<file path="src/rtl/uart_pkg.sv">
`default_nettype none
// ============================================================================
// Module   : uart_pkg
// Brief    : Shared state encoding and oversampling constants for uart_rx_os4.
// Revision : 1.0 - initial release
// ============================================================================
package uart_pkg;

   localparam int OSR    = 4;
   localparam int TCNT_W = $clog2(OSR);

   localparam logic [TCNT_W-1:0] MID_TICK  = TCNT_W'(1);
   localparam logic [TCNT_W-1:0] LAST_TICK = TCNT_W'(OSR - 1);

   typedef enum logic [2:0] {
      IDLE    = 3'd0,
      START   = 3'd1,
      DATA    = 3'd2,
      PARITY  = 3'd3,
      STOP    = 3'd4,
      WAIT_HI = 3'd5
   } state_t;

   function automatic logic even_parity(input logic [7:0] d);
      return ^d;
   endfunction

endpackage
`default_nettype wire

</file>
<file path="src/rtl/sync_bit.sv">
`default_nettype none
// ============================================================================
// Module   : sync_bit
// Brief    : Flop-chain synchroniser for one async bit, resets to idle-high.
// Revision : 1.0 - initial release
// ============================================================================
module sync_bit #(
   parameter int STAGES = 2
) (
   input  logic clk,
   input  logic resetn,
   input  logic d,
   output logic q
);

   logic [STAGES-1:0] r_chain;

   always_ff @(posedge clk or negedge resetn) begin
      if (!resetn) begin
         r_chain <= '1;
      end else begin
         r_chain <= {r_chain[STAGES-2:0], d};
      end
   end

   assign q = r_chain[STAGES-1];

endmodule
`default_nettype wire

</file>
<file path="src/rtl/uart_rx_os4.sv">
`default_nettype none
// ============================================================================
// Module   : uart_rx_os4
// Brief    : 4x-oversampled UART receiver with valid/ready holding register.
//            Define UART_RX_PARITY_EN to add an even-parity bit to the frame.
// Revision : 1.0 - initial release
// ============================================================================
module uart_rx_os4
   import uart_pkg::*;
#(
   parameter int DATA_BITS   = 8,
   parameter int SYNC_STAGES = 2
) (
   input  logic                 clk,
   input  logic                 resetn,
   input  logic                 tick,
   input  logic                 rxd,
   output logic [DATA_BITS-1:0] rx_data,
   output logic                 rx_valid,
   input  logic                 rx_ready,
   output logic                 overrun,
   output logic                 frame_err,
   output logic                 parity_err
);

`ifdef UART_RX_PARITY_EN
   localparam logic c_PAR_EN = 1'b1;
`else
   localparam logic c_PAR_EN = 1'b0;
`endif

   logic                 w_rxd_s;
   state_t               r_state,  w_state_nxt;
   logic [TCNT_W-1:0]    r_tcnt,   w_tcnt_nxt;
   logic [2:0]           r_bcnt,   w_bcnt_nxt;
   logic [DATA_BITS-1:0] r_shreg,  w_shreg_nxt;
   logic                 r_par_bad, w_par_bad_nxt;
   logic                 w_load;
   logic                 w_ferr;
   logic [DATA_BITS-1:0] r_rx_data;
   logic                 r_rx_valid;
   logic                 r_overrun;
   logic                 r_frame_err;
   logic                 r_parity_err;

   sync_bit #(
      .STAGES (SYNC_STAGES)
   ) u_sync_rxd (
      .clk    (clk),
      .resetn (resetn),
      .d      (rxd),
      .q      (w_rxd_s)
   );

   always_comb begin
      w_state_nxt   = r_state;
      w_tcnt_nxt    = r_tcnt;
      w_bcnt_nxt    = r_bcnt;
      w_shreg_nxt   = r_shreg;
      w_par_bad_nxt = r_par_bad;
      w_load        = 1'b0;
      w_ferr        = 1'b0;
      if (tick) begin
         case (r_state)
            IDLE: begin
               if (!w_rxd_s) begin
                  w_state_nxt   = START;
                  w_tcnt_nxt    = '0;
                  w_par_bad_nxt = 1'b0;
               end
            end
            START: begin
               w_tcnt_nxt = r_tcnt + 1'b1;
               // Line still low near mid start bit: real frame, else a glitch.
               if (r_tcnt == MID_TICK) begin
                  w_tcnt_nxt = '0;
                  if (!w_rxd_s) begin
                     w_state_nxt = DATA;
                     w_bcnt_nxt  = '0;
                  end else begin
                     w_state_nxt = IDLE;
                  end
               end
            end
            DATA: begin
               w_tcnt_nxt = r_tcnt + 1'b1;
               if (r_tcnt == LAST_TICK) begin
                  w_shreg_nxt = {w_rxd_s, r_shreg[DATA_BITS-1:1]};
                  w_bcnt_nxt  = r_bcnt + 1'b1;
                  if (r_bcnt == 3'(DATA_BITS - 1)) begin
                     w_state_nxt = c_PAR_EN ? PARITY : STOP;
                  end
               end
            end
            PARITY: begin
               w_tcnt_nxt = r_tcnt + 1'b1;
               if (r_tcnt == LAST_TICK) begin
                  w_par_bad_nxt = (w_rxd_s != even_parity(8'(r_shreg)));
                  w_state_nxt   = STOP;
               end
            end
            STOP: begin
               w_tcnt_nxt = r_tcnt + 1'b1;
               if (r_tcnt == LAST_TICK) begin
                  if (w_rxd_s) begin
                     w_load      = 1'b1;
                     w_state_nxt = IDLE;
                  end else begin
                     w_ferr      = 1'b1;
                     w_state_nxt = WAIT_HI;
                  end
               end
            end
            WAIT_HI: begin
               if (w_rxd_s) begin
                  w_state_nxt = IDLE;
               end
            end
            default: begin
               w_state_nxt = IDLE;
            end
         endcase
      end
   end

   always_ff @(posedge clk or negedge resetn) begin
      if (!resetn) begin
         r_state      <= IDLE;
         r_tcnt       <= '0;
         r_bcnt       <= '0;
         r_shreg      <= '0;
         r_par_bad    <= 1'b0;
         r_rx_data    <= '0;
         r_rx_valid   <= 1'b0;
         r_overrun    <= 1'b0;
         r_frame_err  <= 1'b0;
         r_parity_err <= 1'b0;
      end else begin
         r_state      <= w_state_nxt;
         r_tcnt       <= w_tcnt_nxt;
         r_bcnt       <= w_bcnt_nxt;
         r_shreg      <= w_shreg_nxt;
         r_par_bad    <= w_par_bad_nxt;
         r_frame_err  <= w_ferr;
         r_overrun    <= 1'b0;
         r_parity_err <= 1'b0;
         // A new byte always wins over a same-cycle accept.
         if (w_load) begin
            r_rx_data    <= r_shreg;
            r_rx_valid   <= 1'b1;
            r_overrun    <= r_rx_valid & ~rx_ready;
            r_parity_err <= r_par_bad & c_PAR_EN;
         end else if (r_rx_valid && rx_ready) begin
            r_rx_valid <= 1'b0;
         end
      end
   end

   assign rx_data    = r_rx_data;
   assign rx_valid   = r_rx_valid;
   assign overrun    = r_overrun;
   assign frame_err  = r_frame_err;
   assign parity_err = r_parity_err;

endmodule
`default_nettype wire

</file>
<file path="config.mk">
export PLATFORM = sky130hd
export DESIGN_NAME = uart_rx_os4
export DESIGN_NICKNAME = d
export VERILOG_FILES = /design/src/rtl/uart_pkg.sv /design/src/rtl/sync_bit.sv /design/src/rtl/uart_rx_os4.sv
export SDC_FILE = /design/constraint.sdc
export NUM_CORES = 1
export LEC_CHECK = 0
export CAP_MARGIN = 25
export CORE_UTILIZATION = 35
export CTS_BUF_LIST = sky130_fd_sc_hd__clkbuf_16
export CTS_CLUSTER_DIAMETER = 200
export DETAILED_ROUTE_END_ITERATION = 7
export GPL_TIMING_DRIVEN = 1
export PLACE_DENSITY = 0.61
export SYNTH_ARGS = -nofsm -noshare
export SYNTH_HDL_FRONTEND = slang
export SYNTH_SLANG_ARGS = --single-unit
</file>
<file path="constraint.sdc">
create_clock -name clk -period 4.8 [get_ports clk]
set_input_delay 0.96 -clock clk [delete_from_list [all_inputs] [get_ports clk]]
set_output_delay 0.96 -clock clk [all_outputs]
set_load 0.005 [all_outputs]
</file>
==> results of run 1 <==
-- layer usage --
layer  wire length (um)  track usage  vias up
met5                  0            0        -
met4                 39       0.0559        0
met3                 90       0.0466        5
met2               1140        0.213       16
met1               1190        0.169      479
li1                   -            -      445
-- flip-flops by register name, summed over array words and instances (netlist names) --
signal	count
r_shreg	8
rx_data	8
r_bcnt	3
r_state	3
r_tcnt	2
u_sync_rxd.r_chain	2
frame_err	1
overrun	1
rx_valid	1
-- worst max path at each step --
stage               depth (start not counted)                     end  slack, ps  start
floorplan                                   4   r_bcnt[1]$_DFFE_PN0P_       2910   tick
global placement                            4  r_shreg[4]$_DFFE_PN0P_       2210   tick
detailed placement                          4  r_shreg[2]$_DFFE_PN0P_       2190   tick
CTS                                         4  r_shreg[2]$_DFFE_PN0P_       2480   tick
global route                                4  r_shreg[1]$_DFFE_PN0P_       2400   tick
finish                                      4  r_shreg[2]$_DFFE_PN0P_       2480   tick
-- cell usage after synthesis (all sizes together), types with 2 or more instances --
library cell   n
a211oi         3
a21o           2
buf            6
dfrtp         27
dfstp          2
ha             6
inv            5
mux2          17
nand2          6
nand2b         4
nor2           4
nor2b          2
nor3           4
nor3b          2
o21a           3
o21ai          4
o22a           2
o311a          2
or3b           2
-- kinds of logic (layout without fill, tap and decap cells) --
family / count (synthesis) / in the layout / share of synthesized area
AOI/OAI and AO/OA: 22 / 22 / 0.129
adders and majority gates: 6 / 6 / 0.0521
buffers and inverters: 12 / 29 / 0.0460
DFF: 29 / 29 / 0.506
muxes: 17 / 17 / 0.136
other: 1 / 1 / 0.00260
and+or+nand+nor: 30 / 30 / 0.129
-- worst register-to-register path: cells and delay by family, from the launching register on --
kind | cells | cell delay (ps)
AO/OA/AOI/OAI | 2 | 560
flip-flops | 1 | 630
AND/OR/NAND/NOR | 1 | 270
multiplexers | 1 | 310
-- layout make-up --
type,instances,area [um^2]
Clock buffer,5,125
Clock inverter,3,37.5
Fill cell,350,2030
Inverter,5,18.8
Multi-Input combinational cell,76,646
Sequential cell,29,728
Tap cell,48,60.1
Timing Repair Buffer,16,158
-- power groups by stage --
stage	clock, W	sequential (W)	combinational (W)
after floorplan	0	0.000284	0.000187
after global placement	0	0.000325	0.000166
after detailed placement	0	0.000326	0.000170
after CTS	0.000345	0.000322	0.000172
after global routing	0.000357	0.000332	0.000191
final	0.000341	0.000322	0.000171
-- through the flow --
stage                     power [W]  area [um^2]  std cells  utilization  hold slack (ps)
after floorplan            0.000471         1440        117            -              345
after global placement     0.000491         1610        174        0.424              346
after detailed placement   0.000496         1610        174        0.424              348
after CTS                  0.000839         1770        182        0.467              354
after global routing       0.000880         1770        182        0.467              362
final                      0.000834         1770        182        0.467              354
==> impl_results.md, run 1 <==
* Distinct cells, synth at 38
* CTS H-tree depth at 2
* Final setup viols at 0
* Port Buffer Count at 15
* Max-slew violations at 0
* Hold Path End: u_sync_rxd.r_chain[1]$_DFF_PN1_
* P_leak at just over 0.8 nW
* Clock Tree Root: clkbuf_16
* Slew HR at 0.619
* Status: finished, final reports clean
* DP Worst Slack at ~2200 ps
* End of the worst register-to-register path: r_state[0]$_DFFE_PN0P_
* Ant diodes at 0
* Die area at ~4400 um^2
* Row cnt at 22
* CTS resizes at 0
* Worst-Skew Late Latency at roughly 270 ps
* Yosys reg bits at 29
* Core area at ~3800 um^2
* Clock Skew at ~6.2 ps
* Worst path bufs/invs at 1
* Largest net degree at the start of global routing at 30
* Max VDD drop at about 0.26 mV
* Share of layout cells above drive strength 1 at 0.239
* Pint at around 0.0006 W
* # hold bufs at CTS at 0
* Avg Cell Area, Syn at 12.3 um^2
* Dpl hpwl at approximately 1600 um
* Maximum root-to-sink buffer count at 2
* Final wirelength at 2460 um
* Most common cell after layout, fill and taps aside: dfrtp_1
* Reg2Reg Launch Point: r_state[1]$_DFFE_PN0P_
* EDFF count, synth at 0
* Path depth of the worst reg2reg path at 4
* Fraction of registers with async set/reset at 1.00
* Wire per inst at 13.5 um
* Starting DRT DRC Count at between 50 and 60
* Sw frac at 0.283
* Final WS setup at approximately 2500 ps
* Commonest cells after routing, fill and taps aside: 27 x dfrtp_1, 16 x mux2_2, 15 x clkdlybuf4s50_1
* Initial antenna violation count at 0
* Vias/cell at about 5.2
* Post-route ant nets at 0
* Die width at between 60 and 70 um
* FF-to-FF setup slack at between 2000 and 3000 ps
* Final hold vios at 0
* PD cells at about 470 nW/um^2
* CTS tree: yes
* Grt total ovfl at 0
* TNS Setup at 0 ps
* Reg clk slew, reported paths at around 50 ps
* WP data required at between 4000 and 5000 ps
* Cells after synthesis at 117
* Drt drc at 0
* Yosys top cell area share at 0.469
* Vias in the first global route at approximately 940
* Syn_nets at between 100 and 150
* Clk network pwr share at 0.409
* Critical path endpoint category: register
* TritonCTS Sinks at 29
* Hold depth at 0
* Worst-path maximum fanout at 8
* Maxcap violations at 0
* Die height at approximately 66 um
* Final Net Count at about 140
* CP Launch Type: input port
* Ports at 17
* Post-CTS Setup Bufs at 0
* GR Util All Layers at 0.136
* Power share of the combinational group at 0.205
* Slowest stage delay, CP at 540 ps
* CP max-delay cell: clkdlybuf4s50_1
* Drt pass-1 iters at 4
* Least-Margin Pin Slew at between 500 and 600 ps
* Hold crit path type: reg2reg
* Synth top area cells: dfrtp_1 47%, mux2_2 13%, ha_1 5.2%, dfstp_2 3.6%, nand2b_1 1.7%
* Max Clk Rate at between 0.4 and 0.5 GHz
* Initial core utilization at 0.379
* Synth Cell Area at about 1400 um^2
* Area Growth Syn to Fin at 23.1%
* Period utilisation layout at 0.484
* Fin crit period at between 2000 and 2500 ps
* First-pass GRT wire length at 4350 um
* Yosys warnings at 0
* Cell chain of the critical path: clkdlybuf4s50_1, nand2_1, nor3_4, mux2_2
* RSZ-0062 raised after global routing: false
* CP arrival at approximately 2500 ps
* Sequential share of power at 0.386
* Gp weighted congestion at approximately 0.83
* Top FF cell, synth: dfrtp_1
* Seq/Total Area, Yosys at 0.506
* Hold wc startpoint: u_sync_rxd.r_chain[0]$_DFF_PN1_
* Switching Power at 0.000236 W
* CP Class: in2reg
* Cell taking the most area after synthesis: dfrtp_1
* TritonCTS Buffers at 5
* Via count at ~950
* Family with the most delay on the worst path: simple AND/OR/NAND/NOR gates
Note: power is estimated with default switching activity, not from simulation.
==> inputs of run 2 (changes only) <==
--- a/config.mk
+++ b/config.mk
@@ -11,7 +11,7 @@
 export CTS_CLUSTER_DIAMETER = 200
 export DETAILED_ROUTE_END_ITERATION = 7
 export GPL_TIMING_DRIVEN = 1
-export PLACE_DENSITY = 0.61
+export PLACE_DENSITY = 0.63
 export SYNTH_ARGS = -nofsm -noshare
 export SYNTH_HDL_FRONTEND = slang
 export SYNTH_SLANG_ARGS = --single-unit
==> constraint.sdc (replaced) <==
create_clock -name clk -period 2.1 [get_ports clk]
set_input_delay 0.42 -clock clk [delete_from_list [all_inputs] [get_ports clk]]
set_output_delay 0.42 -clock clk [all_outputs]
set_load 0.005 [all_outputs]
==> run 2 against run 1 <==
Die area is the same. Sequential cell count is the same. Clock power grew 90%. Largest cell class unchanged. Critical endpoint is now r_shreg[3]$_DFFE_PN0P_. Clock skew shrank 1.8 ps. Count of clock-buffer cells in the layout is the same. First-iteration DRC count shrank 50%. Critical path type unchanged. Sequential share of layout area grew 0.058 points. Global-route usage grew 0.41 points. Register-to-register slack lost 2600 ps. Power grew 120%. Largest power group is now registers. Hold slack gained 6.5 ps.
==> impl_results.md, run 2 (same netlist as run 1, synthesis figures left out) <==
* Initial core utilization at 0.379
* Vias/cell at 5.12
* Final setup viols at 0
* Fin crit period at approximately 1800 ps
* Family with the most delay on the worst path: simple AND/OR/NAND/NOR gates
* Status: finished, final reports clean
* CTS H-tree depth at 2
* Die height at around 66 um
* Port Buffer Count at 15
* Dpl hpwl at ~1800 um
* Worst-Skew Late Latency at between 200 and 300 ps
* Drt drc at 0
* Ant diodes at 0
* # fillers at 341
* FF-to-FF setup slack at around 360 ps
* Gp weighted congestion at between 0.8 and 0.9
* Ports at 17
* Maximum root-to-sink buffer count at 2
* Period utilisation layout at 0.846
* Share of layout cells above drive strength 1 at 0.255
* CP Launch Type: input port
* Commonest cells after routing, fill and taps aside: 27 x dfrtp_1, 16 x mux2_2, 15 x clkdlybuf4s50_1
* Hold depth at 0
* WP data required at between 2000 and 2500 ps
* Post-route ant nets at 0
* CP max-delay cell: clkdlybuf4s50_1
* Placed Cells incl. Taps at roughly 180
* Clock Tree Root: clkbuf_16
* CTS tree: yes
* Post-layout instance area at roughly 1800 um^2
* Total Power at ~0.0018 W
* Wire per inst at 13.7 um
* Vias in the first global route at approximately 950
* CP arrival at ~1900 ps
* Post-CTS Setup Bufs at 0
* Row cnt at 22
* Worst path bufs/invs at 1
* Final wirelength at between 2000 and 3000 um
* Most common cell after layout, fill and taps aside: dfrtp_1
* Largest net degree at the start of global routing at 30
* Final WS setup at approximately 320 ps
* Hold crit path type: reg2reg
* Area Growth Syn to Fin at 22.9%
* First-pass GRT wire length at roughly 4500 um
* Cell chain of the critical path: clkdlybuf4s50_1, nand2_1, nor3_4, mux2_2
* TritonCTS Buffers at 5
* Final hold vios at 0
* Via count at between 900 and 1,000
* Die area at roughly 4400 um^2
* Path depth of the worst reg2reg path at 5
* Reg clk slew, reported paths at 50 ps
* RSZ-0062 raised after global routing: false
* CP Class: in2reg
* End of the worst register-to-register path: r_state[0]$_DFFE_PN0P_
* Dpl cell area at 1630 um^2
* # hold bufs at CTS at 0
* Hold Path End: u_sync_rxd.r_chain[1]$_DFF_PN1_
* Grt total ovfl at 0
* Starting DRT DRC Count at 27
* Initial antenna violation count at 0
* Worst-path maximum fanout at 8
* Critical path endpoint category: register
* Final Net Count at 147
* TNS Setup at 0 ps
* Clock Skew at around 4.4 ps
* Drt pass-1 iters at 2
* TritonCTS Sinks at 29
* Max Clk Rate at ~0.56 GHz
* Fin cells at 185
* P_leak at slightly above 0.8 nW
* Max VDD drop at approximately 0.46 mV
* Hold wc startpoint: u_sync_rxd.r_chain[0]$_DFF_PN1_
* GR Util All Layers at 0.140
* PD cells at just over 1000 nW/um^2
* Max-slew violations at 0
* Die width at about 66 um
* Core area at between 3000 and 4000 um^2
* CTS resizes at 0
* Reg2Reg Launch Point: r_tcnt[0]$_DFFE_PN0P_
* Maxcap violations at 0
* Slowest stage delay, CP at approximately 550 ps
* DP Worst Slack at about 55 ps
[run 2: worst register-to-register path, cell delays in order (launching register included)]
cell	delay, ps
dfrtp_1	440
ha_1	260
a21o_1	180
o221a_2	260
o22ai_4	170
mux2_4	310
[run 2: cell type report]
type                       instances  area [um^2]  area share
multi-input combinational         76          646       0.365
clock inverter                     3         12.5     0.00707
tap                               48         60.1      0.0339
sequential                        29          728       0.411
inverter                           5         18.8      0.0106
clock buffer                       5          125      0.0707
timing repair buffer              19          180       0.102
[run 2: how the worst max path moves through the flow]
stage / startpoint / end / slack (ps) / cells after the start
3_5_place_dp: tick / r_shreg[4]$_DFFE_PN0P_ / 60 / 4
6_report: tick / r_shreg[3]$_DFFE_PN0P_ / 320 / 4
2_1_floorplan: r_tcnt[0]$_DFFE_PN0P_ / r_state[0]$_DFFE_PN0P_ / 460 / 5
5_1_grt: tick / r_shreg[4]$_DFFE_PN0P_ / 230 / 4
3_3_place_gp: tick / r_shreg[4]$_DFFE_PN0P_ / 90 / 4
4_1_cts: tick / r_shreg[3]$_DFFE_PN0P_ / 310 / 4
[run 2: through the flow]
stage	hold slack [ps]	utilization
CTS	356	0.466
global route	370	0.466
detailed placement	351	0.430
floorplan	124	-
global placement	346	0.430
finish	361	0.466
[run 2: power by group]
part | internal, W | total (W) | switching [W] | leakage, nW
Combinational | 0.000241 | 0.000476 | 0.000236 | 0.367
Clock | 0.000426 | 0.000648 | 0.000222 | 0.0687
Sequential | 0.000608 | 0.000694 | 0.0000852 | 0.393
Total | 0.00127 | 0.00182 | 0.000543 | 0.829
[run 2: metal layers]
layer	track usage	up-vias	routed length [um]
met2	0.213	13	1210
met3	0.0414	5	66
met4	0.0665	0	43
met5	0	-	0
li1	-	456	-
met1	0.181	474	1210
==> inputs of run 3 (changes only) <==
==> constraint.sdc (replaced) <==
create_clock -name clk -period 1.5 [get_ports clk]
set_input_delay 0.3 -clock clk [delete_from_list [all_inputs] [get_ports clk]]
set_output_delay 0.3 -clock clk [all_outputs]
set_load 0.005 [all_outputs]
==> run 3 against run 2 <==
The run now ends with setup timing left. Critical path depth grew 1. Critical path type is now reg2reg. First-iteration DRC count grew 22%. Combinational power grew 110%. Via count grew 6.6%. Cell area grew 16%. Largest power group is now combinational cells. Count of clock-buffer cells in the layout is the same.
==> impl_results.md, run 3 (same netlist as run 1, synthesis figures left out) <==
* Status: complete, but fails checks
* Violated checks: setup timing
* Fin cells at between 200 and 250
* Worst-Skew Late Latency at 270 ps
* Drt pass-1 iters at 4
* Ant diodes at 0
* Reg clk slew, reported paths at approximately 50 ps
* Die width at between 60 and 70 um
* CP Launch Type: register
* Gp weighted congestion at a little under 0.8
* Clock Skew at 4.20 ps
* CTS tree: yes
* CP Class: reg2reg
* Vias/cell at around 4.9
* Via count at slightly above 1,000
* Dpl cell area at around 1800 um^2
* Final wirelength at between 2000 and 3000 um
* Share of layout cells above drive strength 1 at 0.463
* Max Clk Rate at between 0.6 and 0.7 GHz
* Row cnt at 22
* Clock Tree Root: clkbuf_16
* Hold crit path type: reg2reg
* Largest net degree at the start of global routing at 30
* Most common cell after layout, fill and taps aside: dfrtp_1
* Cell chain of the critical path: ha_2, ha_2, o221a_4, o22ai_4, mux2_4
* Period utilisation layout at 1.09
* CP max-delay cell: dfrtp_1
* Port Buffer Count at 15
* # fillers at approximately 330
* Post-layout instance area at 2050 um^2
* Grt total ovfl at 0
* Critical path endpoint category: register
* Final hold vios at 0
* Initial core utilization at 0.379
* TritonCTS Buffers at 5
* CP arrival at around 1800 ps
* RSZ-0062 raised after global routing: true
* Worst path bufs/invs at 0
* Die area at between 4000 and 5000 um^2
* Final Net Count at between 150 and 200
* Max-slew violations at 0
* First-pass GRT wire length at 4930 um
* Core area at between 3000 and 4000 um^2
* Ports at 17
* WP data required at about 1700 ps
* Initial antenna violation count at 0
* P_leak at between 0.9 and 1 nW
* Slowest stage delay, CP at 390 ps
* GR Util All Layers at 0.155
* Most frequent CP cell: ha_2
* Final WS setup at -129 ps
* Dpl hpwl at ~2100 um
* Vias in the first global route at 1,095
* Area Growth Syn to Fin at 42.1%
* Final setup viols at 15
* Post-route ant nets at 0
* Starting DRT DRC Count at 33
* Drt drc at 0
* Maximum root-to-sink buffer count at 2
* Family with the most delay on the worst path: compound AO/OA/AOI/OAI gates
* PD cells at ~1400 nW/um^2
* Worst-path maximum fanout at 2
* Maxcap violations at 0
* Max VDD drop at 0.704 mV
* Die height at about 66 um
* Fin crit period at between 1500 and 2000 ps
* Placed Cells incl. Taps at 195
* TritonCTS Sinks at 29
* CTS H-tree depth at 2
* Commonest cells after routing, fill and taps aside: 24 x dfrtp_1, 23 x buf_4, 16 x mux2_2
* FF-to-FF setup slack at -130 ps
* Wire per inst at 14.2 um
run 3: cell count changes in the layout (fill, tap and decap cells not counted), sizes merged:
| cell | delta |
|---|---|
| buf | +22 |
| nand2 | +1 |
run 3: what timing repair did:
item | 4_1_cts | 5_1_grt
pin swaps | 6 | 4
endpoints found under the setup margin | 26 | 25
gates resized for setup | 8 | 9
hold buffers | 0 | 0
buffers inserted | 1 | 3
cloned | 1 | 0
run 3: area by class of cell:
class | count | area (um^2) | area share
clock buffer | 5 | 125 | 0.0611
sequential | 29 | 732 | 0.358
inverter | 5 | 18.8 | 0.00917
multi-input combinational | 77 | 724 | 0.354
clock inverter | 3 | 12.5 | 0.00611
timing repair buffer | 41 | 374 | 0.183
tap | 48 | 60.1 | 0.0293
run 3: per-stage QoR:
stage / setup WS, ps / TNS [ps] / hold WS, ps / total power, W / utilization
after floorplan: -80.1 / -160 / 4.41 / 0.00152 / -
after detailed placement: -373 / -7460 / 355 / 0.00186 / 0.476
after CTS: -128 / -1800 / 361 / 0.00284 / 0.524
final: -129 / -797 / 360 / 0.00288 / 0.539
after global placement: -327 / -6670 / 352 / 0.00182 / 0.476
after global routing: -146 / -1950 / 366 / 0.00304 / 0.539
run 3: layer usage:
metal	global-route usage	up-vias	routed length, um
li1	-	498	-
met1	0.186	488	1290
met2	0.255	19	1520
met3	0.0517	6	107
met4	0.0559	0	42
met5	0	-	0
run 3: worst paths after layout:
| kind | cells past startpoint | from | end |
|---|---|---|---|
| worst max-delay path | 5 | r_bcnt[0]$_DFFE_PN0P_ | r_state[0]$_DFFE_PN0P_ |
| min in group asynchronous | 2 | resetn | r_shreg[5]$_DFFE_PN0P_ |
| max in group asynchronous | 2 | resetn | u_sync_rxd.r_chain[1]$_DFF_PN1_ |
| worst min-delay path | 0 | u_sync_rxd.r_chain[0]$_DFF_PN1_ | u_sync_rxd.r_chain[1]$_DFF_PN1_ |
| worst max register to register | 5 | r_bcnt[0]$_DFFE_PN0P_ | r_state[0]$_DFFE_PN0P_ |
| worst min register to register | 0 | u_sync_rxd.r_chain[0]$_DFF_PN1_ | u_sync_rxd.r_chain[1]$_DFF_PN1_ |
run 3: where the power goes:
| group | total (W) | switching [W] | internal, W | leakage [nW] |
|---|---|---|---|---|
| logic | 0.00101 | 0.000453 | 0.000556 | 0.487 |
| registers | 0.000957 | 0.0000986 | 0.000858 | 0.389 |
| clock network | 0.000915 | 0.000319 | 0.000596 | 0.0687 |
run 3: worst reg2reg max path, stage by stage, from the launching register on:
cell	delay, ps
dfrtp_1	390
ha_2	190
ha_2	180
o221a_4	280
o22ai_4	170
mux2_4	310
